**src/rtl/pixel_fetch_ctrl.sv**
```systemverilog
// pixel_fetch_ctrl: display-side read controller for the 24-bit pixel FIFO.
// Optional PIXEL_HOLD_LAST_EN: repeat the last good pixel on underflow.
module pixel_fetch_ctrl #(
    parameter int H_ACTIVE = 640,
    parameter int V_ACTIVE = 480
) (
    input  logic        clk,
    input  logic        rst_n,
    input  logic        enable,
    input  logic        vsync_in,
    input  logic        hsync_in,
    input  logic        de_in,
    input  logic        fifo_empty,
    input  logic [23:0] fifo_data_rd,
    output logic        fifo_rd_en,
    output logic        fifo_flush,
    output logic [7:0]  pixel_r,
    output logic [7:0]  pixel_g,
    output logic [7:0]  pixel_b,
    output logic        vsync_out,
    output logic        hsync_out,
    output logic        de_out,
    output logic        underflow,
    output logic        busy
);

    localparam int XW = $clog2(H_ACTIVE);
    localparam int YW = $clog2(V_ACTIVE);

    typedef enum logic [1:0] {
        IDLE,
        WAIT_FRAME,
        STREAM,
        RECOVER
    } state_t;

    state_t        state;
    state_t        state_nxt;
    logic [XW-1:0] x_cnt;
    logic [YW-1:0] y_cnt;
    logic          vsync_q;
    logic          frame_start;
    logic          starve;
    logic          bad_frame;
    logic          rd_en;
    logic          flush_req;
    logic          uf_set;
    logic          rd_q;
    logic          fill_q;
    logic [23:0]   fill_pix;
    logic [23:0]   pix_q;
    logic [1:0]    de_d;
    logic [1:0]    hs_d;
    logic [1:0]    vs_d;

    assign frame_start = vsync_in & ~vsync_q;
    assign starve      = de_in & fifo_empty;
    assign bad_frame   = frame_start & ((x_cnt != '0) | (y_cnt != '0));

    always_ff @(posedge clk or negedge rst_n) begin
        if (!rst_n) begin
            state   <= IDLE;
            vsync_q <= 1'b0;
        end else begin
            state   <= state_nxt;
            vsync_q <= vsync_in;
        end
    end

    // RECOVER re-enters through the same frame-start test as WAIT_FRAME
    always_comb begin
        state_nxt = state;
        if (!enable) begin
            state_nxt = IDLE;
        end else begin
            unique case (state)
                IDLE: state_nxt = WAIT_FRAME;
                WAIT_FRAME, RECOVER: begin
                    if (frame_start && !fifo_empty)
                        state_nxt = STREAM;
                    else if (frame_start)
                        state_nxt = WAIT_FRAME;
                end
                STREAM: begin
                    if (starve)
                        state_nxt = RECOVER;
                    else if (bad_frame)
                        state_nxt = WAIT_FRAME;
                end
                default: state_nxt = IDLE;
            endcase
        end
    end

    always_comb begin
        rd_en     = 1'b0;
        flush_req = 1'b0;
        uf_set    = 1'b0;
        if (state == STREAM)
            rd_en = de_in & ~fifo_empty;
        if (enable) begin
            unique case (state)
                WAIT_FRAME, RECOVER: begin
                    flush_req = frame_start & fifo_empty;
                end
                STREAM: begin
                    flush_req = starve | bad_frame;
                    uf_set    = starve;
                end
                default: begin
                    flush_req = 1'b0;
                end
            endcase
        end
    end

    assign fifo_rd_en = rd_en;
    assign fifo_flush = flush_req;
    assign busy       = (state == STREAM);

    always_ff @(posedge clk or negedge rst_n) begin
        if (!rst_n) begin
            x_cnt <= '0;
            y_cnt <= '0;
        end else if (state != STREAM) begin
            x_cnt <= '0;
            y_cnt <= '0;
        end else if (rd_en) begin
            if (x_cnt == XW'(H_ACTIVE - 1)) begin
                x_cnt <= '0;
                if (y_cnt == YW'(V_ACTIVE - 1))
                    y_cnt <= '0;
                else
                    y_cnt <= y_cnt + 1'b1;
            end else begin
                x_cnt <= x_cnt + 1'b1;
            end
        end
    end

    always_ff @(posedge clk or negedge rst_n) begin
        if (!rst_n)
            underflow <= 1'b0;
        else if (uf_set)
            underflow <= 1'b1;
    end

`ifdef PIXEL_HOLD_LAST_EN
    logic [23:0] hold_q;

    always_ff @(posedge clk or negedge rst_n) begin
        if (!rst_n)
            hold_q <= '0;
        else if (rd_q)
            hold_q <= fifo_data_rd;
    end

    assign fill_pix = hold_q;
`else
    assign fill_pix = '0;
`endif

    // Stage 1 marks read/fill slots; stage 2 picks the pixel source
    always_ff @(posedge clk or negedge rst_n) begin
        if (!rst_n) begin
            rd_q   <= 1'b0;
            fill_q <= 1'b0;
            pix_q  <= '0;
        end else begin
            rd_q   <= rd_en;
            fill_q <= ((state == STREAM) || (state == RECOVER))
                      && de_in && !rd_en;
            if (rd_q)
                pix_q <= fifo_data_rd;
            else if (fill_q)
                pix_q <= fill_pix;
            else
                pix_q <= '0;
        end
    end

    always_ff @(posedge clk or negedge rst_n) begin
        if (!rst_n) begin
            de_d <= '0;
            hs_d <= '0;
            vs_d <= '0;
        end else begin
            de_d <= {de_d[0], de_in};
            hs_d <= {hs_d[0], hsync_in};
            vs_d <= {vs_d[0], vsync_in};
        end
    end

    assign pixel_r   = pix_q[23:16];
    assign pixel_g   = pix_q[15:8];
    assign pixel_b   = pix_q[7:0];
    assign de_out    = de_d[1];
    assign hsync_out = hs_d[1];
    assign vsync_out = vs_d[1];

endmodule

```
**config.mk**
```make
export PLATFORM = sky130hd
export DESIGN_NAME = pixel_fetch_ctrl
export DESIGN_NICKNAME = d
export VERILOG_FILES = /design/src/rtl/pixel_fetch_ctrl.sv
export SDC_FILE = /design/constraint.sdc
export NUM_CORES = 1
export LEC_CHECK = 0
export CELL_PAD_IN_SITES_DETAIL_PLACEMENT = 1
export CELL_PAD_IN_SITES_GLOBAL_PLACEMENT = 1
export CORE_ASPECT_RATIO = 1.75
export CORE_MARGIN = 1.5
export CORE_UTILIZATION = 47
export DETAILED_ROUTE_END_ITERATION = 6
export DONT_BUFFER_PORTS = 1
export GPL_TIMING_DRIVEN = 1
export PLACE_DENSITY_LB_ADDON = 0.1
export SLEW_MARGIN = 20
export SYNTH_ARGS = -nofsm -noshare
export SYNTH_HDL_FRONTEND = slang
export SYNTH_SLANG_ARGS = --single-unit
```
**constraint.sdc**
```tcl
create_clock -name clk -period 2.7 [get_ports clk]
set_input_delay 0.27 -clock clk [delete_from_list [all_inputs] [get_ports clk]]
set_output_delay 0.27 -clock clk [all_outputs]
set_load 0.03 [all_outputs]
```
==> results.cfg <==
[outcome]
status = finished clean

[timing]
tns_ps = 0
timing.fmax_mhz = 429
relSlewSlack = 0.563
worst_pin_slew_ps = 649
rsz0062_at_grt = no
period_minus_slack_ps = 2330
setup_viol = 0
maxSlewViolCount = 0
worst_clock_skew_ps = 2.71
fin_crit_sh = 0.862
fin_ws_ps = 371
finalHoldViolCount = 0

[clocking]
cts_hold_buffers = 5
cts_buffers = 5
h-tree-depth = 2
cts.clk_slew.worst_paths_ps = 90
clock_sinks = 53
cts_resized = 0
clock_latency_ps = 300
cts_tree = yes
clock_path_buffers = 2
cts_setup_buffers = 0
cts-root-buf = clkbuf_8

[global_routing]
grt_overflow = 0
grt_pass1_wl_um = 8340
grt_start_max_net_pins = 54
grt_usage = 0.229
grt_pass1_vias = 1734
antenna_found_initial = 0

[route]
drc = 0
drt.antenna.violating_nets = 0
routed_via_density = 5.90
routedWlPerCell_um = 19.8
firstDrtPassIters = 4
drt_iter0_drc = 31
vias = 1552
drt_wl_total_um = 5210

[yosys]
yosys.area_share.simple = 0.216
synth_ff_type = dfrtp_1
synth_mux_area_frac = 0
yosysTopAreaCell = dfrtp_1
yosys.cell_count.top_type = dfrtp_1
yosysUniqueCellTypes = 42
yosysWarnings = 0
syn_nets = 238
synth_edf_count = 0
synth_compound_area_frac = 0.106
netlist_top_cells_area = dfrtp_1 (60%), and2_1 (7.0%), nor2_1 (3.0%)
synth-xor-area-share = 0.0314
avgSynthCellArea_um2 = 11.0
synth.top_cell.area_share = 0.595
netlist_area_um2 = 2230
synthTopCellsByCount = dfrtp_1 (53), and2_1 (25), nor2_1 (18), inv_1 (10), nand2_1 (9)
synthAdderAreaFrac = 0.0225
seq_area_frac_synth = 0.595
async_flop_share = 1.00
synth_top_family_by_area = simple AND/OR/NAND/NOR gates
ys_ff_latch = 53
syn_inst = 203

[cells_and_area]
fillers = 485
drive_gt1_frac = 0.0616
fin_cells = 263
syn2layout_area_growth_pct = 10.6
seqCellArea_um2 = 1330
utilization = 0.533
multiInputGateArea_um2 = 837
antenna_cells = 0
nNetsFinal = 246

[power_and_ir_drop]
ir_worst_vdd_v = 0.000433
power_density_nw_per_um2 = 573
power_leakage_nw = 1.08
p_total_w = 0.00141

[placed_design]
place_inst = 251
dp_hpwl_um = 3780
port_buffers = 0
dp_slack_ps = 480
place_congestion = 0.853

[hold_path]
whs_endpoint = state[1]$_DFFE_PN0P_
whs_path_depth = 1
hp-class = in2reg
hp-start = enable

[setup_path]
end_kind = output port
startpoint_type = register
cpMaxStageDelayCell = dfrtp_1
reg2reg_from = x_cnt[8]$_DFFE_PN0P_
crit_arrival_ps = 2060
slowest_delay_ps = 430
cp.required_ps = 2430
r2r-end = y_cnt[8]$_DFFE_PN0P_
r2r_slack_ps = 450
path_max_fanout = 5
path_class = reg2out
r2r_cells = 4
cp_cell_sequence = inv_1 -> ha_1 -> nor4b_1 -> nand3_1 -> o2111ai_1 -> o21ai_0 -> buf_4

[floorplanning]
rows = 33
core_area_um2 = 4620
die_h_um = 94.1
pin_count = 62
initial_core_util = 0.482
dieArea_um2 = 5180
dieWidth_um = 55.1

[run]
cap_violations = 0
[cells by family after synthesis]
| family | count (synthesis) |
|---|---|
| buf+inv | 17 |
| xor+xnor | 8 |
| fa+ha+maj | 4 |
| flops | 53 |
| simple gates | 87 |
| compound gates | 34 |
[flip-flops by register name, summed over array words and instances (netlist names)]
register   count
vs_d           2
state          2
pix_q         24
rd_q           1
hs_d           2
de_d           2
x_cnt         10
underflow      1
y_cnt          9
[cell type report]
type	count	area share
repair buffers	8	0.0366
clock buffers	5	0.0279
multi-input cells	133	0.340
inverters	10	0.0152
well taps	52	0.0264
clock inverters	2	0.0157
flip-flops and latches	53	0.538
[through the flow]
stage,hold slack [ps],instance area [µm²]
floorplan,-25.6,2230
global placement,-24.6,2290
detailed placement,-24.6,2290
CTS,81.5,2460
global route,72.7,2460
finish,89.9,2460
[power breakdown]
group	internal (W)	switching, W
sequential	0.000804	0.0000230
clock	0.000275	0.000254
combinational	0.0000194	0.0000358
[placed cells by master, fill, tap and decap left out, types with 3 or more instances in the layout]
master and count:
nand4_1 4, nor4_1 4, o21ai_0 8, dfrtp_1 53
or3_1 3, nor3_1 3, ha_1 4, buf_4 3
clkbuf_8 5, dlygate4sd3_1 4, nor2_1 18, nand2_1 9
inv_1 10, and2_1 25, a21oi_1 6, nand3_1 8
nor2b_1 3, xnor2_1 7
[how the worst max path moves through the flow]
stage	startpoint	endpoint	slack (ps)	cells past startpoint
global placement	x_cnt[8]$_DFFE_PN0P_	y_cnt[8]$_DFFE_PN0P_	560	4
CTS	y_cnt[0]$_DFFE_PN0P_	fifo_flush	380	7
detailed placement	x_cnt[8]$_DFFE_PN0P_	y_cnt[8]$_DFFE_PN0P_	480	4
global route	y_cnt[0]$_DFFE_PN0P_	fifo_flush	220	7
finish	y_cnt[0]$_DFFE_PN0P_	fifo_flush	370	7
floorplan	state[0]$_DFFE_PN0P_	fifo_flush	420	5
[critical path: cells and delay by family, from the launching register on]
kind                       cells  cell delay [ps]
AOI/OAI and AO/OA              2              390
adders and majority gates      1              140
and+or+nand+nor                2              540
buffers and inverters          2              250
DFF                            1              430
[layer usage]
metal | routed length, µm | GRT usage
met3 | 197 | 0.0573
met2 | 3080 | 0.416
met5 | 0 | 0
met4 | 99 | 0.0813
met1 | 1830 | 0.239
Power figures use the tool's default switching activity.
==> variant 1, RTL diff (same flow settings) <==
Encoding of `state_t`: now Gray code (2 bits for 4 states).
--- a/src/rtl/pixel_fetch_ctrl.sv
+++ b/src/rtl/pixel_fetch_ctrl.sv
@@ -30,6 +30,6 @@
     typedef enum logic [1:0] {
-        IDLE,
-        WAIT_FRAME,
-        STREAM,
-        RECOVER
+        IDLE       = 2'b00,
+        WAIT_FRAME = 2'b01,
+        STREAM     = 2'b11,
+        RECOVER    = 2'b10
     } state_t;
Behaviour: no difference found for any inputs over 10 cycles, from zero or initial values and one cycle with rst_n low; not proved beyond that.
==> variant 1 against the original RTL <==
Critical endpoint is now y_cnt[5]; worst setup slack improved by 0.12 ns; cell count is 3.4% higher; critical path type is now register to register; clock skew is 0.0031 ns higher; area after synthesis up 4.4%; final area increased by 3.4%; wire length down 3.1%; power fell by 7.9%; sequential cell count did not move.
==> variant 1: results (changes against the original RTL) <==
Outcome:
- The flow ran to the end, and the final reports show no timing, DRC or antenna violations.

Routing:
- The number of DRC violations after detailed-routing iteration 0 is 43 (+39%).
- The number of iterations in the first detailed-routing pass is 4 (unchanged).
- The ratio of routed vias to standard cells was 6.03 (+2.2%).
- The wire length per cell was 18.6 um (-6.3%).

GRT:
- The initial antenna violation count was 0 (unchanged).
- The maximum number of pins on one net before global-route repair came to 54 (unchanged).
- The total global-route track usage came to 20.1% (-2.8 points).
- The via count of the first global-routing pass is 1760 (+1.5%).
- The wire length of the first global-routing pass is 8410 um (+0.83%).

Placement:
- The routability congestion estimate from global placement is 0.792 (-7.1%).
- The count of input and output buffers was 0 (unchanged).
- The detailed-placement wirelength estimate is 3680 um (-2.8%).

Synth:
- The number of distinct library cells after synthesis came to 43 (+2.4%).
- Sorting the synthesized cells by area gives the leading types as dfrtp_1, and2_1, ha_1.
- The most used flip-flop cell after synthesis is dfrtp_1.
- The count of synthesis-stage warnings from yosys is 0 (unchanged).
- Sorting the synthesized cells by how often they occur yields dfrtp_1, and2_1, nor2_1.
- The net count of the mapped netlist is 246 (+3.4%).
- The register area share after synthesis is 57.0% (-2.5 points).
- The async set-reset flop share out of synthesis is 100% (unchanged).

Power and ir drop:
- The maximum vdd drop is 344 uV (-20%).
- The static power due to leakage was 0.00114 uW (+5.2%).

Worst hold path:
- The worst hold path stage count was 2 (+1).
- The worst hold path class is input port to register.

Layout:
- The fill cell instance count of the final layout was 505 (+4.1%).
- The number of inserted diodes came to 0 (unchanged).
- The net count reported at finish is 256 (+4.1%).
- The layout cell share with drive strength beyond 1 is 8.18% (+2.0 points).
- In the final layout, the registers with the most flip-flops are pix_q x24, x_cnt x10, y_cnt x9.

Critical path:
- The worst reg-to-reg path cell count is 5 (+1).
- The peak per-stage delay on the critical path is 0.64 ns (+0.21 ns).
- The slowest library cell on the worst path is or4_4.
- The data arrival time of the critical path is 2.43 ns (+0.37 ns).
- The maximum fanout along the worst path is 10 (+5).

STA:
- The remaining max-slew budget at the tightest pin was 59.7% (+3.5 points).
- The worst clock skew is 0.00581 ns (+0.00309 ns).

Clocking:
- The latest clock arrival within the worst-skew pair is 0.30 ns (about the same).
- The number of gates resized after cts is 0 (unchanged).
- The clock edge transition at the registers on the reported setup and hold paths was 0.09 ns (about the same).
- The number of buffers inserted during clock tree synthesis is 5 (unchanged).
- Clock tree synthesis selected as its root buffer the cell clkbuf_8.
- The maximum buffer depth of the clock tree came to 2 (unchanged).
- The H-tree level count came to 2 (unchanged).

Floorplan:
- The area of the die is 5400 um^2 (+4.2%).
==> variant 1: timing repair <==
item / in CTS / in global routing
hold buffers: 5 / 0
hold endpoints to repair: 56 / 0
setup buffers: 0 / 0
==> variant 1: metal layers <==
| metal | global-route usage (%) | share of wire [%] |
|---|---|---|
| met3 | 4.17 | 4.0 |
| met1 | 19.7 | 35 |
| met5 | 0 | 0 |
| met4 | 9.92 | 2.8 |
| met2 | 39.2 | 58 |
==> variant 1: final cells by class <==
| type | count | area (um^2) | share of cell area, % |
|---|---|---|---|
| Inverter | 10 | 37.5 | 1.47 |
| Timing Repair Buffer | 9 | 97.6 | 3.83 |
| Tap cell | 52 | 65.1 | 2.56 |
| Multi-Input combinational cell | 140 | 932 | 36.6 |
| Clock inverter | 2 | 15.0 | 0.590 |
| Clock buffer | 6 | 72.6 | 2.85 |
| Sequential cell | 53 | 1330 | 52.1 |
==> variant 1: critical path: cells and delay by family, from the launching register on <==
family	cells	cell delay, ns
AO/OA/AOI/OAI	1	0.10
AND/OR/NAND/NOR	3	1.39
adder cells (fa/ha/maj)	1	0.19
flip-flops	1	0.43
==> variant 1: path summary, 6_finish.rpt <==
kind	from	end	slack (ns)
worst max-delay path	x_cnt[0]	y_cnt[5]	0.49
worst min-delay path	enable	state[0]	0.09
worst max register to register	x_cnt[0]	y_cnt[5]	0.49
worst min register to register	de_d[0]	de_d[1]	0.35
max in group asynchronous	rst_n	vs_d[0]	1.99
min in group asynchronous	rst_n	state[0]	0.50
==> variant 1: cell families after synthesis <==
family | count (synthesis) | synth area share (%)
flip-flops | 53 | 57.0
adder cells (fa/ha/maj) | 6 | 3.23
AO/OA/AOI/OAI | 35 | 11.1
buffers and inverters | 16 | 2.91
XOR/XNOR | 7 | 2.64
multiplexers | 1 | 0.430
AND/OR/NAND/NOR | 91 | 22.7
==> variant 1: report_power, final <==
| part | total (uW) | switching (uW) | internal, uW |
|---|---|---|---|
| sequential | 810 | 9.70 | 801 |
| clock | 436 | 253 | 183 |
| combinational | 53.9 | 33.8 | 20.1 |
==> variant 1: per-stage QoR <==
step / instances / worst slack (ns) / area, um^2
after detailed placement: 259 / 0.519 / 2390
after CTS: 272 / 0.495 / 2550
after floorplan: 209 / 0.532 / 2330
final: 272 / 0.493 / 2550
after global placement: 259 / 0.592 / 2390
after global routing: 272 / 0.391 / 2550
==> variant 2, RTL diff (same flow settings) <==
Without the edit above. The option `PIXEL_HOLD_LAST_EN` is turned on by a define.
--- a/src/rtl/pixel_fetch_ctrl.sv
+++ b/src/rtl/pixel_fetch_ctrl.sv
@@ -2,2 +2,4 @@
 // Optional PIXEL_HOLD_LAST_EN: repeat the last good pixel on underflow.
+`define PIXEL_HOLD_LAST_EN
+
 module pixel_fetch_ctrl #(
Check against the original RTL: not equivalent (Yosys sat finds a counterexample within 10 cycles, from zero or initial values and one cycle with rst_n low).
==> variant 2 against the original RTL <==
Worst setup slack better by 0.062 ns; sequential power increased by 62%; final area up 51%; first-iteration DRC count rose to 7.6 times the old value; power rose by 96%; register-to-register slack got worse by 0.02 ns; clock power rose by 140%; count of clock-buffer cells in the layout rose by 7; highest routed layer unchanged; area after synthesis up 45%; die area up 43%; via count up 35%; wire length up 33%; sequential cell count grew 25.
==> variant 2: results (changes against the original RTL) <==
Outcome:
- The run finished with clean final reports.

Critical path:
- For this design, the slowest cell found on the critical path is or4_1.
- The worst register-to-register path ends at y_cnt[5].
- The setup path with the least slack is of type register to register.
- The critical path starts at x_cnt[8].
- The peak per-stage delay on the critical path is 0.64 ns (+0.21 ns).
- The data arrival time of the critical path came to 2.52 ns (+0.46 ns).
- The setup slack of the worst register-to-register path is 0.43 ns (-0.02 ns).

Layout:
- The layout cell share with drive strength beyond 1 is 18.0% (+12 points).
- The count of non-CTS inverters in the layout is 9 (-1).
- The number of clock buffer instances in the layout is 12 (+7).
- The area growth from synthesis to layout is 15.5%.
- The storage element area came to 1950 um^2 (+47%).
- The fill cell instance count of the final layout is 665 (+37%).
- The portion of the layout cell area used by clock cells is 8.49% (+4.1 points).
- The net count reported at finish is 308 (+25%).
- The proportion of cell area occupied by multi-input gates is 32.1% (-1.9 points).
- The multi-input combinational cell count was 162 (+22%).
- The number of buffers other than clock buffers in the final layout is 13 (+5).
- The fraction of cell area in non-clock buffers is 3.42% (-0.23 points).

Clocking:
- The clock sink total is 78 (+47%).
- The number of buffers inserted during clock tree synthesis is 9 (+4).
- The clock edge transition at the registers on the reported setup and hold paths is 0.06 ns (-0.03 ns).
- The root buffer cell chosen for the clock tree is clkbuf_16.
- The latest clock arrival within the worst-skew pair is 0.33 ns (+0.03 ns).
- The number of gates resized after cts was 0 (unchanged).
- The H-tree level count is 3 (+1).

GRT:
- The global routing usage on met2 is 36.2% (-5.3 points).
- The global-route met1 utilization is 23.8% (-0.16 points).
- The wire length of the first global-routing pass is 11700 um (+40%).
- The maximum number of pins on one net before global-route repair is 79 (+46%).
- The total global-route track usage is 20.9% (-1.9 points).
- The via count of the first global-routing pass is 2280 (+31%).

Routing:
- The number of DRC violations after detailed-routing iteration 0 is 237 (+660%).
- The total wirelength of the detailed-routed design is 6950 um (+33%).
- The detailed-route wire length on metal 1 is 2670 um (+45%).
- The routed length on met2 is 3850 um (+25%).
- The number of iterations in the first detailed-routing pass is 5 (+1).
- The ratio of routed vias to standard cells is 5.81 (-1.5%).
- The met3 wire length is 289 um (+47%).
- The wire length per cell is 19.3 um (-2.6%).
- The highest metal layer carrying signal wires in the routed design is met4.

Synth:
- The mean instance size in the synthesized netlist came to 12.4 um^2 (+13%).
- Ranked by total cell area, the synthesized netlist is headed by dfrtp_1, mux2_2, a22o_1.
- The number of distinct library cells after synthesis is 47 (+12%).
- The net count of the mapped netlist was 296 (+24%).
- After synthesis, the most frequently instantiated cells are dfrtp_1, a22o_1, mux2_2.

STA:
- The final clock period utilization by the worst path is 84.0% (-2.3 points).

Placement:
- The detailed-placement wirelength estimate is 4520 um (+20%).
- The post-place setup slack was 0.456 ns (-0.0234 ns).
- The placed cell count is 339 (+35%).
- The routability congestion estimate from global placement is 0.803 (-5.8%).

Floorplan:
- The tap cell instance count is 82 (+58%).

Power and ir drop:
- The maximum vdd drop is 338 uV (-22%).
- The static power due to leakage was 0.00168 uW (+56%).
==> variant 2: changes by cell type in the layout (fill, tap and decap cells not counted), moves of 3 or more <==
| cell | unedited run | this run |
|---|---|---|
| and2_1 | 25 | 0 |
| dfrtp_1 | 53 | 78 |
| mux2_2 | 0 | 24 |
| a22o_1 | 2 | 25 |
| clkbuf_16 | 0 | 9 |
| nand2_1 | 9 | 15 |
| nor2_1 | 18 | 12 |
| buf_4 | 3 | 8 |
| xnor2_1 | 7 | 2 |
| and3_1 | 0 | 4 |
| clkbuf_8 | 5 | 1 |
| a21oi_1 | 6 | 9 |
| xor2_1 | 1 | 4 |
==> variant 2: where the power goes <==
part	internal, uW	switching (uW)
registers	1270	75.3
clock network	831	439
logic	82.5	68.3
==> variant 2: cells by family after synthesis <==
logic type,share of synthesized area [%]
flops,60.4
simple gates,10.9
compound gates,14.2
mux,8.68
buf+inv,2.60
xor+xnor,1.63
fa+ha+maj,1.55
